### src/rtl/ae350_reset_sequencer_if.sv
// ---------------------------------------------------------------------------
// ae350_reset_sequencer_if
//
// Purpose : bundles the board-facing signals of the AE350 reset sequencer so
//           the sequencer and its environment share one typed connection.
//
// Signals :
//   lock_in      [NUM_LOCKS-1:0]   PLL lock flags (asynchronous to clk)
//   init_done                      DDR3 initialisation complete (asynchronous)
//   ext_rstn                       push-button reset, active-low, bouncy
//   rst_n_out    [NUM_DOMAINS-1:0] per-domain active-low resets, bit 0 first
//   seq_done                       high while the sequencer is in RUN
//   init_timeout                   sticky DDR3 init watchdog flag
//   state_o      [2:0]             current sequencer state (debug)
//
// Modports:
//   master : board / environment side, drives the raw inputs
//   slave  : sequencer side, drives the reset outputs and state
// ---------------------------------------------------------------------------
interface ae350_reset_sequencer_if #(
    parameter int NUM_DOMAINS = 4,
    parameter int NUM_LOCKS   = 2
);
    logic [NUM_LOCKS-1:0]   lock_in;
    logic                   init_done;
    logic                   ext_rstn;
    logic [NUM_DOMAINS-1:0] rst_n_out;
    logic                   seq_done;
    logic                   init_timeout;
    logic [2:0]             state_o;

    modport master (
        output lock_in, init_done, ext_rstn,
        input  rst_n_out, seq_done, init_timeout, state_o
    );

    modport slave (
        input  lock_in, init_done, ext_rstn,
        output rst_n_out, seq_done, init_timeout, state_o
    );
endinterface

### src/rtl/ae350_reset_sequencer.sv
// ---------------------------------------------------------------------------
// ae350_reset_sequencer
//
// Purpose : ordered multi-domain reset release for the AE350 SoC. Domains are
//           released one at a time, STAGE_GAP cycles apart, once every PLL is
//           locked, DDR3 init is done and the push button is released. Any
//           lock loss, init loss or button press re-asserts every domain.
//
// Ports   :
//   clk  : sequencer clock (board 50 MHz)
//   rst  : synchronous active-high reset
//   bus  : ae350_reset_sequencer_if.slave
//          (lock_in, init_done, ext_rstn in; rst_n_out, seq_done,
//           init_timeout, state_o out)
//
// Optional feature:
//   RSTSEQ_INIT_TIMEOUT_EN - when defined, a watchdog counts cycles spent in
//   WAIT_INIT; at TIMEOUT_CYCLES-1 the FSM enters FAULT and sets the sticky
//   init_timeout flag. When undefined, WAIT_INIT waits indefinitely and
//   init_timeout is tied low.
// ---------------------------------------------------------------------------
module ae350_reset_sequencer #(
    parameter int NUM_DOMAINS     = 4,
    parameter int NUM_LOCKS       = 2,
    parameter int DEBOUNCE_CYCLES = 65536,
    parameter int STAGE_GAP       = 16,
    parameter int TIMEOUT_CYCLES  = 1048576
) (
    input  logic                     clk,
    input  logic                     rst,
    ae350_reset_sequencer_if.slave   bus
);

    localparam logic [2:0] S_HOLD      = 3'd0;
    localparam logic [2:0] S_WAIT_LOCK = 3'd1;
    localparam logic [2:0] S_WAIT_INIT = 3'd2;
    localparam logic [2:0] S_RELEASE   = 3'd3;
    localparam logic [2:0] S_RUN       = 3'd4;
    localparam logic [2:0] S_FAULT     = 3'd5;

    // Counter widths; clamp to 1 bit so a limit of 1 still gives a legal vector.
    localparam int DB_W  = ($clog2(DEBOUNCE_CYCLES) < 1) ? 1 : $clog2(DEBOUNCE_CYCLES);
    localparam int GAP_W = ($clog2(STAGE_GAP) < 1) ? 1 : $clog2(STAGE_GAP);
    localparam int IDX_W = $clog2(NUM_DOMAINS) + 1;

    localparam logic [DB_W-1:0]  DB_MAX   = DB_W'(DEBOUNCE_CYCLES - 1);
    localparam logic [GAP_W-1:0] GAP_MAX  = GAP_W'(STAGE_GAP - 1);
    localparam logic [IDX_W-1:0] IDX_LAST = IDX_W'(NUM_DOMAINS - 1);

    // ---------------- 2-FF synchronisers ----------------
    logic [NUM_LOCKS-1:0] r_lock_meta, r_lock_sync;
    logic                 r_init_meta, r_init_sync;
    logic                 r_btn_meta,  r_btn_sync;

    always_ff @(posedge clk) begin
        if (rst) begin
            r_lock_meta <= '0;
            r_lock_sync <= '0;
            r_init_meta <= 1'b0;
            r_init_sync <= 1'b0;
            // Button idles high, so its synchroniser starts released.
            r_btn_meta  <= 1'b1;
            r_btn_sync  <= 1'b1;
        end else begin
            r_lock_meta <= bus.lock_in;
            r_lock_sync <= r_lock_meta;
            r_init_meta <= bus.init_done;
            r_init_sync <= r_init_meta;
            r_btn_meta  <= bus.ext_rstn;
            r_btn_sync  <= r_btn_meta;
        end
    end

    // ---------------- button debouncer ----------------
    logic            r_btn_stable;
    logic [DB_W-1:0] r_db_cnt;

    always_ff @(posedge clk) begin
        if (rst) begin
            r_btn_stable <= 1'b1;
            r_db_cnt     <= '0;
        end else if (r_btn_sync != r_btn_stable) begin
            if (r_db_cnt == DB_MAX) begin
                r_btn_stable <= r_btn_sync;
                r_db_cnt     <= '0;
            end else begin
                r_db_cnt <= r_db_cnt + DB_W'(1);
            end
        end else begin
            r_db_cnt <= '0;
        end
    end

    logic w_pressed, w_locks_ok, w_init_ok;
    assign w_pressed  = ~r_btn_stable;
    assign w_locks_ok = &r_lock_sync;
    assign w_init_ok  = r_init_sync;

    // ---------------- sequencer FSM ----------------
    logic [2:0]             r_state;
    logic [NUM_DOMAINS-1:0] r_rst_n;
    logic                   r_seq_done;
    logic [GAP_W-1:0]       r_gap;
    logic [IDX_W-1:0]       r_idx;
    logic [NUM_DOMAINS-1:0] w_rel_mask;

`ifdef RSTSEQ_INIT_TIMEOUT_EN
    localparam int WD_W = ($clog2(TIMEOUT_CYCLES) < 1) ? 1 : $clog2(TIMEOUT_CYCLES);
    localparam logic [WD_W-1:0] WD_MAX = WD_W'(TIMEOUT_CYCLES - 1);
    logic [WD_W-1:0] r_wd;
    logic            r_timeout;
`else
    // Watchdog limit has no effect in this build.
    logic w_unused_timeout_cfg;
    assign w_unused_timeout_cfg = (TIMEOUT_CYCLES > 0);
`endif

    // One-hot of the domain being released; compared per bit so the index
    // never needs to be narrower or wider than the reset vector.
    always_comb begin
        w_rel_mask = '0;
        for (int k = 0; k < NUM_DOMAINS; k++) begin
            if (IDX_W'(k) == r_idx) w_rel_mask[k] = 1'b1;
        end
    end

    always_ff @(posedge clk) begin
        if (rst) begin
            r_state    <= S_HOLD;
            r_rst_n    <= '0;
            r_seq_done <= 1'b0;
            r_gap      <= '0;
            r_idx      <= '0;
`ifdef RSTSEQ_INIT_TIMEOUT_EN
            r_wd       <= '0;
            r_timeout  <= 1'b0;
`endif
        end else begin
`ifdef RSTSEQ_INIT_TIMEOUT_EN
            // Watchdog only runs while in WAIT_INIT; restarts on every entry.
            r_wd <= '0;
`endif
            case (r_state)
                S_HOLD: begin
                    r_rst_n    <= '0;
                    r_seq_done <= 1'b0;
                    if (!w_pressed) r_state <= S_WAIT_LOCK;
                end
                S_WAIT_LOCK: begin
                    if (w_pressed)       r_state <= S_HOLD;
                    else if (w_locks_ok) r_state <= S_WAIT_INIT;
                end
                S_WAIT_INIT: begin
                    if (w_pressed || !w_locks_ok) begin
                        r_state <= S_HOLD;
                    end else if (w_init_ok) begin
                        r_state <= S_RELEASE;
                        r_gap   <= '0;
                        r_idx   <= '0;
                    end
`ifdef RSTSEQ_INIT_TIMEOUT_EN
                    else if (r_wd == WD_MAX) begin
                        r_state   <= S_FAULT;
                        r_timeout <= 1'b1;
                    end else begin
                        r_wd <= r_wd + WD_W'(1);
                    end
`endif
                end
                S_RELEASE: begin
                    // Abort wins over a release scheduled for this same edge.
                    if (w_pressed || !w_locks_ok || !w_init_ok) begin
                        r_state <= S_HOLD;
                        r_rst_n <= '0;
                    end else if (r_gap == GAP_MAX) begin
                        r_rst_n <= r_rst_n | w_rel_mask;
                        r_idx   <= r_idx + IDX_W'(1);
                        r_gap   <= '0;
                        if (r_idx == IDX_LAST) begin
                            r_state    <= S_RUN;
                            r_seq_done <= 1'b1;
                        end
                    end else begin
                        r_gap <= r_gap + GAP_W'(1);
                    end
                end
                S_RUN: begin
                    if (w_pressed || !w_locks_ok || !w_init_ok) begin
                        r_state    <= S_HOLD;
                        r_rst_n    <= '0;
                        r_seq_done <= 1'b0;
                    end else begin
                        r_rst_n    <= '1;
                        r_seq_done <= 1'b1;
                    end
                end
                S_FAULT: begin
                    r_rst_n <= '0;
                    if (w_pressed) begin
                        r_state <= S_HOLD;
`ifdef RSTSEQ_INIT_TIMEOUT_EN
                        r_timeout <= 1'b0;
`endif
                    end
                end
                default: begin
                    r_state    <= S_HOLD;
                    r_rst_n    <= '0;
                    r_seq_done <= 1'b0;
                end
            endcase
        end
    end

    assign bus.rst_n_out = r_rst_n;
    assign bus.seq_done  = r_seq_done;
    assign bus.state_o   = r_state;
`ifdef RSTSEQ_INIT_TIMEOUT_EN
    assign bus.init_timeout = r_timeout;
`else
    assign bus.init_timeout = 1'b0;
`endif

endmodule
### src/flat_wrapper.sv
// flat-port wrapper written by rule: the top's interface ports become plain ports
module ae350_reset_sequencer_flat 
#(
    parameter int NUM_DOMAINS     = 4,
    parameter int NUM_LOCKS       = 2,
    parameter int DEBOUNCE_CYCLES = 65536,
    parameter int STAGE_GAP       = 16,
    parameter int TIMEOUT_CYCLES  = 1048576
)
  (clk, rst, bus_lock_in, bus_init_done, bus_ext_rstn, bus_rst_n_out, bus_seq_done, bus_init_timeout, bus_state_o);
  ae350_reset_sequencer_if #(.NUM_DOMAINS(NUM_DOMAINS), .NUM_LOCKS(NUM_LOCKS)) bus_i ();
  input  logic clk;
  input  logic rst;
  input wire logic [$bits(bus_i.lock_in)-1:0] bus_lock_in;
  input wire logic [$bits(bus_i.init_done)-1:0] bus_init_done;
  input wire logic [$bits(bus_i.ext_rstn)-1:0] bus_ext_rstn;
  output wire logic [$bits(bus_i.rst_n_out)-1:0] bus_rst_n_out;
  output wire logic [$bits(bus_i.seq_done)-1:0] bus_seq_done;
  output wire logic [$bits(bus_i.init_timeout)-1:0] bus_init_timeout;
  output wire logic [$bits(bus_i.state_o)-1:0] bus_state_o;
  assign bus_i.lock_in = bus_lock_in;
  assign bus_i.init_done = bus_init_done;
  assign bus_i.ext_rstn = bus_ext_rstn;
  assign bus_rst_n_out = bus_i.rst_n_out;
  assign bus_seq_done = bus_i.seq_done;
  assign bus_init_timeout = bus_i.init_timeout;
  assign bus_state_o = bus_i.state_o;
  ae350_reset_sequencer #(.NUM_DOMAINS(NUM_DOMAINS), .NUM_LOCKS(NUM_LOCKS), .DEBOUNCE_CYCLES(DEBOUNCE_CYCLES), .STAGE_GAP(STAGE_GAP), .TIMEOUT_CYCLES(TIMEOUT_CYCLES)) u_core (.clk(clk), .rst(rst), .bus(bus_i));
endmodule
### config.mk
export PLATFORM = sky130hd
export DESIGN_NAME = ae350_reset_sequencer_flat
export DESIGN_NICKNAME = d
export VERILOG_FILES = /design/src/rtl/ae350_reset_sequencer_if.sv /design/src/rtl/ae350_reset_sequencer.sv /design/src/flat_wrapper.sv
export SDC_FILE = /design/constraint.sdc
export NUM_CORES = 1
export LEC_CHECK = 0
export ABC_AREA = 1
export CORE_MARGIN = 1
export CORE_UTILIZATION = 27
export CTS_CLUSTER_SIZE = 24
export DETAILED_ROUTE_END_ITERATION = 12
export MAX_ROUTING_LAYER = met4
export PLACE_DENSITY_LB_ADDON = 0.05
export SLEW_MARGIN = 40
export SYNTH_ARGS = -nofsm -noshare
export SYNTH_HDL_FRONTEND = slang
export SYNTH_SLANG_ARGS = --single-unit
### constraint.sdc
create_clock -name clk -period 2.2 [get_ports clk]
set_clock_uncertainty 0.15 [all_clocks]
set_input_delay 0.33 -clock clk [delete_from_list [all_inputs] [get_ports clk]]
set_output_delay 0.33 -clock clk [all_outputs]
set_load 0.01 [all_outputs]
==> results of run 1 <==
==> per-stage QoR <==
stage / instances / util (%)
floorplan: 274 / -
global placement: 382 / 32.0
detailed placement: 382 / 32.0
CTS: 390 / 33.4
global route: 390 / 33.4
finish: 390 / 33.4
==> worst paths after layout <==
kind | from | end
setup reg to reg | u_core.r_db_cnt[0] | u_core.r_db_cnt[9]
hold / removal | u_core.r_lock_meta[0] | u_core.r_lock_sync[0]
hold reg to reg | u_core.r_lock_meta[0] | u_core.r_lock_sync[0]
setup / recovery | u_core.bus.state_o[0] | bus_state_o[0]
==> cells by family (layout without fill, tap and decap cells) <==
family	count (synthesis)	after routing	synth area share, %
xor+xnor	8	8	3.55
flops	40	40	40.6
compound gates	28	28	7.74
other cells	1	1	0.190
buf+inv	46	66	9.07
fa+ha+maj	7	7	4.44
simple gates	144	144	34.4
==> report_power, final <==
part / leakage [nW] / internal, W / switching, W
Sequential: 0.325 / 0.000788 / 0.0000651
Combinational: 0.608 / 0.000227 / 0.000303
Clock: 0.0434 / 0.000254 / 0.000280
Total: 0.977 / 0.00127 / 0.000647
==> synth_stat cells, drive strengths merged <==
| master | number |
|---|---|
| nand3 | 15 |
| ha | 7 |
| dfxtp | 40 |
| inv | 43 |
| buf | 1 |
| xor2 | 5 |
| or2 | 3 |
| nor3 | 5 |
| clkbuf | 2 |
| a21oi | 14 |
| nand2 | 60 |
| o21ai | 13 |
| a31oi | 1 |
| xnor2 | 3 |
| nand4 | 3 |
| conb | 1 |
| nor2 | 58 |
==> flip-flops by register name, summed over array words and instances, names as in the netlist <==
signal / flops
u_core.r_init_sync: 1
u_core.r_lock_meta: 2
u_core.r_btn_sync: 1
u_core.bus.state_o: 3
u_core.bus.rst_n_out: 4
u_core.r_gap: 4
u_core.r_init_meta: 1
u_core.r_db_cnt: 16
u_core.r_lock_sync: 2
u_core.bus.seq_done: 1
u_core.r_btn_meta: 1
u_core.r_btn_stable: 1
u_core.r_idx: 3
==> routing by layer <==
layer  routed length [um]  up-vias
li1                     -      876
met1                 2200      682
met2                 1690       21
met3                  109        6
met4                   65        0
met5                    0        -
==> final cells by class <==
type / instances / area [sq um]
inverter: 43 / 164
timing repair buffer: 15 / 145
clock buffer: 6 / 82.6
sequential: 40 / 801
clock inverter: 2 / 15.0
fill: 772 / 4620
tap: 96 / 120
multi-input combinational: 188 / 993
==> flow_summary.json, run 1 <==
{
  "gr-usage-met2_pct": 16.8,
  "yosysTopAreaCell": "dfxtp_1",
  "cts_tree": "done",
  "synth_top_area_share_pct": 40.6,
  "grt_use_met1_pct": 16.5,
  "pre_cts_ws_ps": 488,
  "drc": 0,
  "path_cells": "clkdlybuf4s50_1",
  "crit_family": "buffers and inverters",
  "power.leakage_nw": 0.977,
  "avgSynthCellArea_sq_um": 7.20,
  "crit_fanout": 6,
  "wl_um": 4060,
  "post_cts_buffers": 0,
  "gp_congestion": 0.716,
  "critPathKind": "register to output port",
  "critPathCaptureType": "output port",
  "start_util_pct": 28.4,
  "numCtsBuffers": 5,
  "reg2regPathDepth": 8,
  "final_common_cell": "nand2_1",
  "die_h_um": 87.5,
  "cp.required_ps": 1720,
  "cp.depth": 1,
  "grt_pass1_vias": 1424,
  "hpwlAfterDp_um": 3060,
  "syn_inst": 274,
  "dieArea_sq_mm": 0.00765,
  "root_buffer": "clkbuf_8",
  "clk_pin_slew_worst_paths_ps": 80,
  "drv_cap": 0,
  "syn-num-nets": 287,
  "mostFrequentLayoutCells": "nand2_1 (55), nor2_1 (47), inv_1 (40), dfxtp_1 (40), nand3_1 (14)",
  "htree_levels": 2,
  "overflow": 0,
  "powerDensity_mw_per_mm2": 825,
  "area_delta_synth_final_pct": 17.6,
  "track_usage_pct": 12.2,
  "fin_crit_sh_pct": 84.1,
  "worst_ir_drop_vdd_v": 0.000256,
  "synthTopCellsByArea": "dfxtp_1 (41%), nand2_1 (10%), nor2_1 (8.9%)",
  "setup.worst_path.start_class": "register",
  "yosysSeqAreaShare_pct": 40.6,
  "finalHoldViolations": 0,
  "layout.nets": 306,
  "io_pins": 15,
  "slowest_delay_ps": 590,
  "worst-r2r-setup-slack_ps": 510,
  "diodes": 0,
  "whs_path_depth": 2,
  "ctsHoldBuffers": 0,
  "grt_max_degree": 14,
  "ant_nets": 0,
  "setup_ws_ps": 349,
  "tns_ps": 0,
  "fmax_mhz": 540,
  "synth_cell_types": 28,
  "critical_path_buf_inv_count": 1,
  "cts_sinks": 40,
  "use_met3_pct": 3.51,
  "report.final.slew_viol_count": 0,
  "cp.arrival_ps": 1370,
  "min-delay-path-class": "register to register",
  "std_cell_rows": 30,
  "hold_ws_ps": 254,
  "fin_area_sq_mm": 0.00232,
  "grt_antenna_before_repair": 0,
  "port_buffers": 13,
  "core_area_sq_mm": 0.00694,
  "grt_first_pass_wirelength_um": 6870,
  "busiest_layer": "met2",
  "finalSetupViolations": 0,
  "clk_latency_ps": 300,
  "vias": 1585,
  "die_w_um": 87.5,
  "crit_path_top_delay_cell": "clkdlybuf4s50_1",
  "min_period_ps": 1850,
  "ctsLongestPathBuffers": 2,
  "total_power_w": 0.00192,
  "first_pass_iters": 4,
  "syn_area_sq_mm": 0.00197,
  "avgRoutedWirePerCell_um": 10.4,
  "viasPerCell": 4.06,
  "synth_seq_cells": 40,
  "status": "complete, no violations",
  "cts_resized": 0,
  "layout-drive-gt1-share_pct": 13.3,
  "dpl_cell_area_sq_mm": 0.00222,
  "ys_warn_count": 0,
  "rsz0062_at_grt": "no",
  "first_iter_violations": 40
}
(Power assumes the default switching activity.)
==> run 2, diff against run 1 <==
Clock period 2.2 ns to 1.75 ns, I/O delays scaled along.
==> flow_summary.json, run 2 (same netlist as run 1, synthesis figures left out) <==
{
  "dieArea_sq_mm": 0.00765,
  "report.final.slew_viol_count": 0,
  "critical_path_buf_inv_count": 1,
  "final_common_cell": "nand2_1",
  "switching_share_pct": 31.8,
  "rsz0062_at_grt": "no",
  "power.leakage_nw": 1.02,
  "viasPerCell": 4.10,
  "port_buffers": 13,
  "clk_latency_ps": 290,
  "area_delta_synth_final_pct": 22.4,
  "worst_ir_drop_vdd_v": 0.000292,
  "ctsHoldBuffers": 0,
  "r2r-end": "u_core.r_db_cnt[7]",
  "die_h_um": 87.5,
  "layout-drive-gt1-share_pct": 17.0,
  "seq_area_sq_um": 805,
  "combPwrFrac_pct": 27.9,
  "worst-r2r-setup-slack_ps": 160,
  "cp.arrival_ps": 1230,
  "min-delay-path-class": "register to register",
  "reg2regPathDepth": 8,
  "crit_family": "buffers and inverters",
  "cp.required_ps": 1340,
  "tns_ps": 0,
  "diodes": 0,
  "grt_first_pass_wirelength_um": 7110,
  "ant_nets": 0,
  "vias": 1624,
  "root_buffer": "clkbuf_8",
  "std_cell_rows": 30,
  "avgRoutedWirePerCell_um": 10.4,
  "finalHoldViolations": 0,
  "io_pins": 15,
  "min_period_ps": 1640,
  "fmax_mhz": 609,
  "grt_antenna_before_repair": 0,
  "grt_pass1_vias": 1519,
  "fin_crit_sh_pct": 93.8,
  "path_cells": "clkdlybuf4s50_1",
  "placed_cells": 387,
  "die_w_um": 87.5,
  "critPathCaptureType": "output port",
  "crit_end": "bus_state_o[2]",
  "ctsLongestPathBuffers": 2,
  "largest_register_ffs": 16,
  "cts_tree": "done",
  "p_int_w": 0.00172,
  "htree_levels": 2,
  "cp.depth": 1,
  "finalNonFillerCells": 396,
  "numCtsBuffers": 5,
  "critPathKind": "register to output port",
  "finalSetupViolations": 0,
  "cts_sinks": 40,
  "fill_cells": 748,
  "wl_um": 4120,
  "drc": 0,
  "mostFrequentLayoutCells": "nand2_1 (54), nor2_1 (47), inv_1 (40)",
  "clk_pin_slew_worst_paths_ps": 70,
  "track_usage_pct": 12.6,
  "start_util_pct": 28.4,
  "net-switching-power_w": 0.000800,
  "setup.worst_path.start_class": "register",
  "crit_path_top_delay_cell": "clkdlybuf4s50_1",
  "worstSetupStartpoint": "u_core.bus.state_o[2]",
  "hpwlAfterDp_um": 3030,
  "drv_cap": 0,
  "crit-reg2reg-launch": "u_core.r_db_cnt[1]",
  "power_frac_clock_pct": 29.7,
  "first_iter_violations": 93,
  "overflow": 0,
  "grt_max_degree": 14,
  "largest-register": "u_core.r_db_cnt",
  "dpl_cell_area_sq_mm": 0.00226,
  "powerDensity_mw_per_mm2": 1040,
  "p_seq_share_pct": 42.3,
  "first_pass_iters": 4,
  "status": "complete, no violations",
  "multi_input_area_sq_mm": 0.00103,
  "gp_congestion": 0.737,
  "core_area_sq_mm": 0.00694,
  "fin_area_sq_mm": 0.00241,
  "slowest_delay_ps": 570,
  "layout.nets": 312,
  "crit_fanout": 3
}
run 2: layer usage:
layer  vias up  global-route usage, %  routed length (um)
li1        893                      -                   -
met1       702                   15.9                2140
met2        24                   19.4                1780
met3         5                   3.22                 146
met4         0                   4.92                  56
met5         -                      -                   0
run 2: stage by stage:
step           setup slack [ps]  power [W]  hold slack, ps  utilization, %
3_3_place_gp               70.2    0.00179             241            32.6
6_report                    109    0.00252             253            34.8
4_1_cts                    22.9    0.00256             254            34.1
2_1_floorplan               224    0.00151             216               -
5_1_grt                    24.1    0.00270             279            34.8
3_5_place_dp               32.8    0.00179             243            32.6
run 2: power groups by stage:
stage	clock [W]	combinational (W)	sequential (W)
floorplan	0	0.000410	0.00110
global placement	0	0.000705	0.00108
detailed placement	0	0.000701	0.00109
CTS	0.000789	0.000705	0.00107
global route	0.000824	0.000801	0.00108
finish	0.000748	0.000703	0.00107
run 2: repair_timing:
action,4_1_cts,5_1_grt
pin swaps,0,4
setup endpoints to repair,1,22
resized for setup,1,10
buffers inserted,0,1
gates cloned,0,0
run 2: worst min-delay path by stage:
stage / startpoint / to / slack, ps / cells after the start
2_1_floorplan: bus_ext_rstn / u_core.r_btn_meta / 220 / 1
3_3_place_gp: u_core.r_lock_meta[0] / u_core.r_lock_sync[0] / 240 / 2
3_5_place_dp: u_core.r_lock_meta[0] / u_core.r_lock_sync[0] / 240 / 2
4_1_cts: u_core.r_lock_meta[0] / u_core.r_lock_sync[0] / 250 / 2
5_1_grt: u_core.r_lock_meta[0] / u_core.r_lock_sync[0] / 280 / 2
6_report: u_core.r_lock_meta[0] / u_core.r_lock_sync[0] / 250 / 2
run 2: area by class of cell:
| type | instances | area share (%) |
|---|---|---|
| tap | 96 | 4.97 |
| timing repair buffer | 21 | 7.88 |
| inverter | 43 | 6.79 |
| sequential | 40 | 33.3 |
| multi-input combinational | 188 | 42.6 |
| clock inverter | 2 | 1.45 |
| clock buffer | 6 | 3.01 |
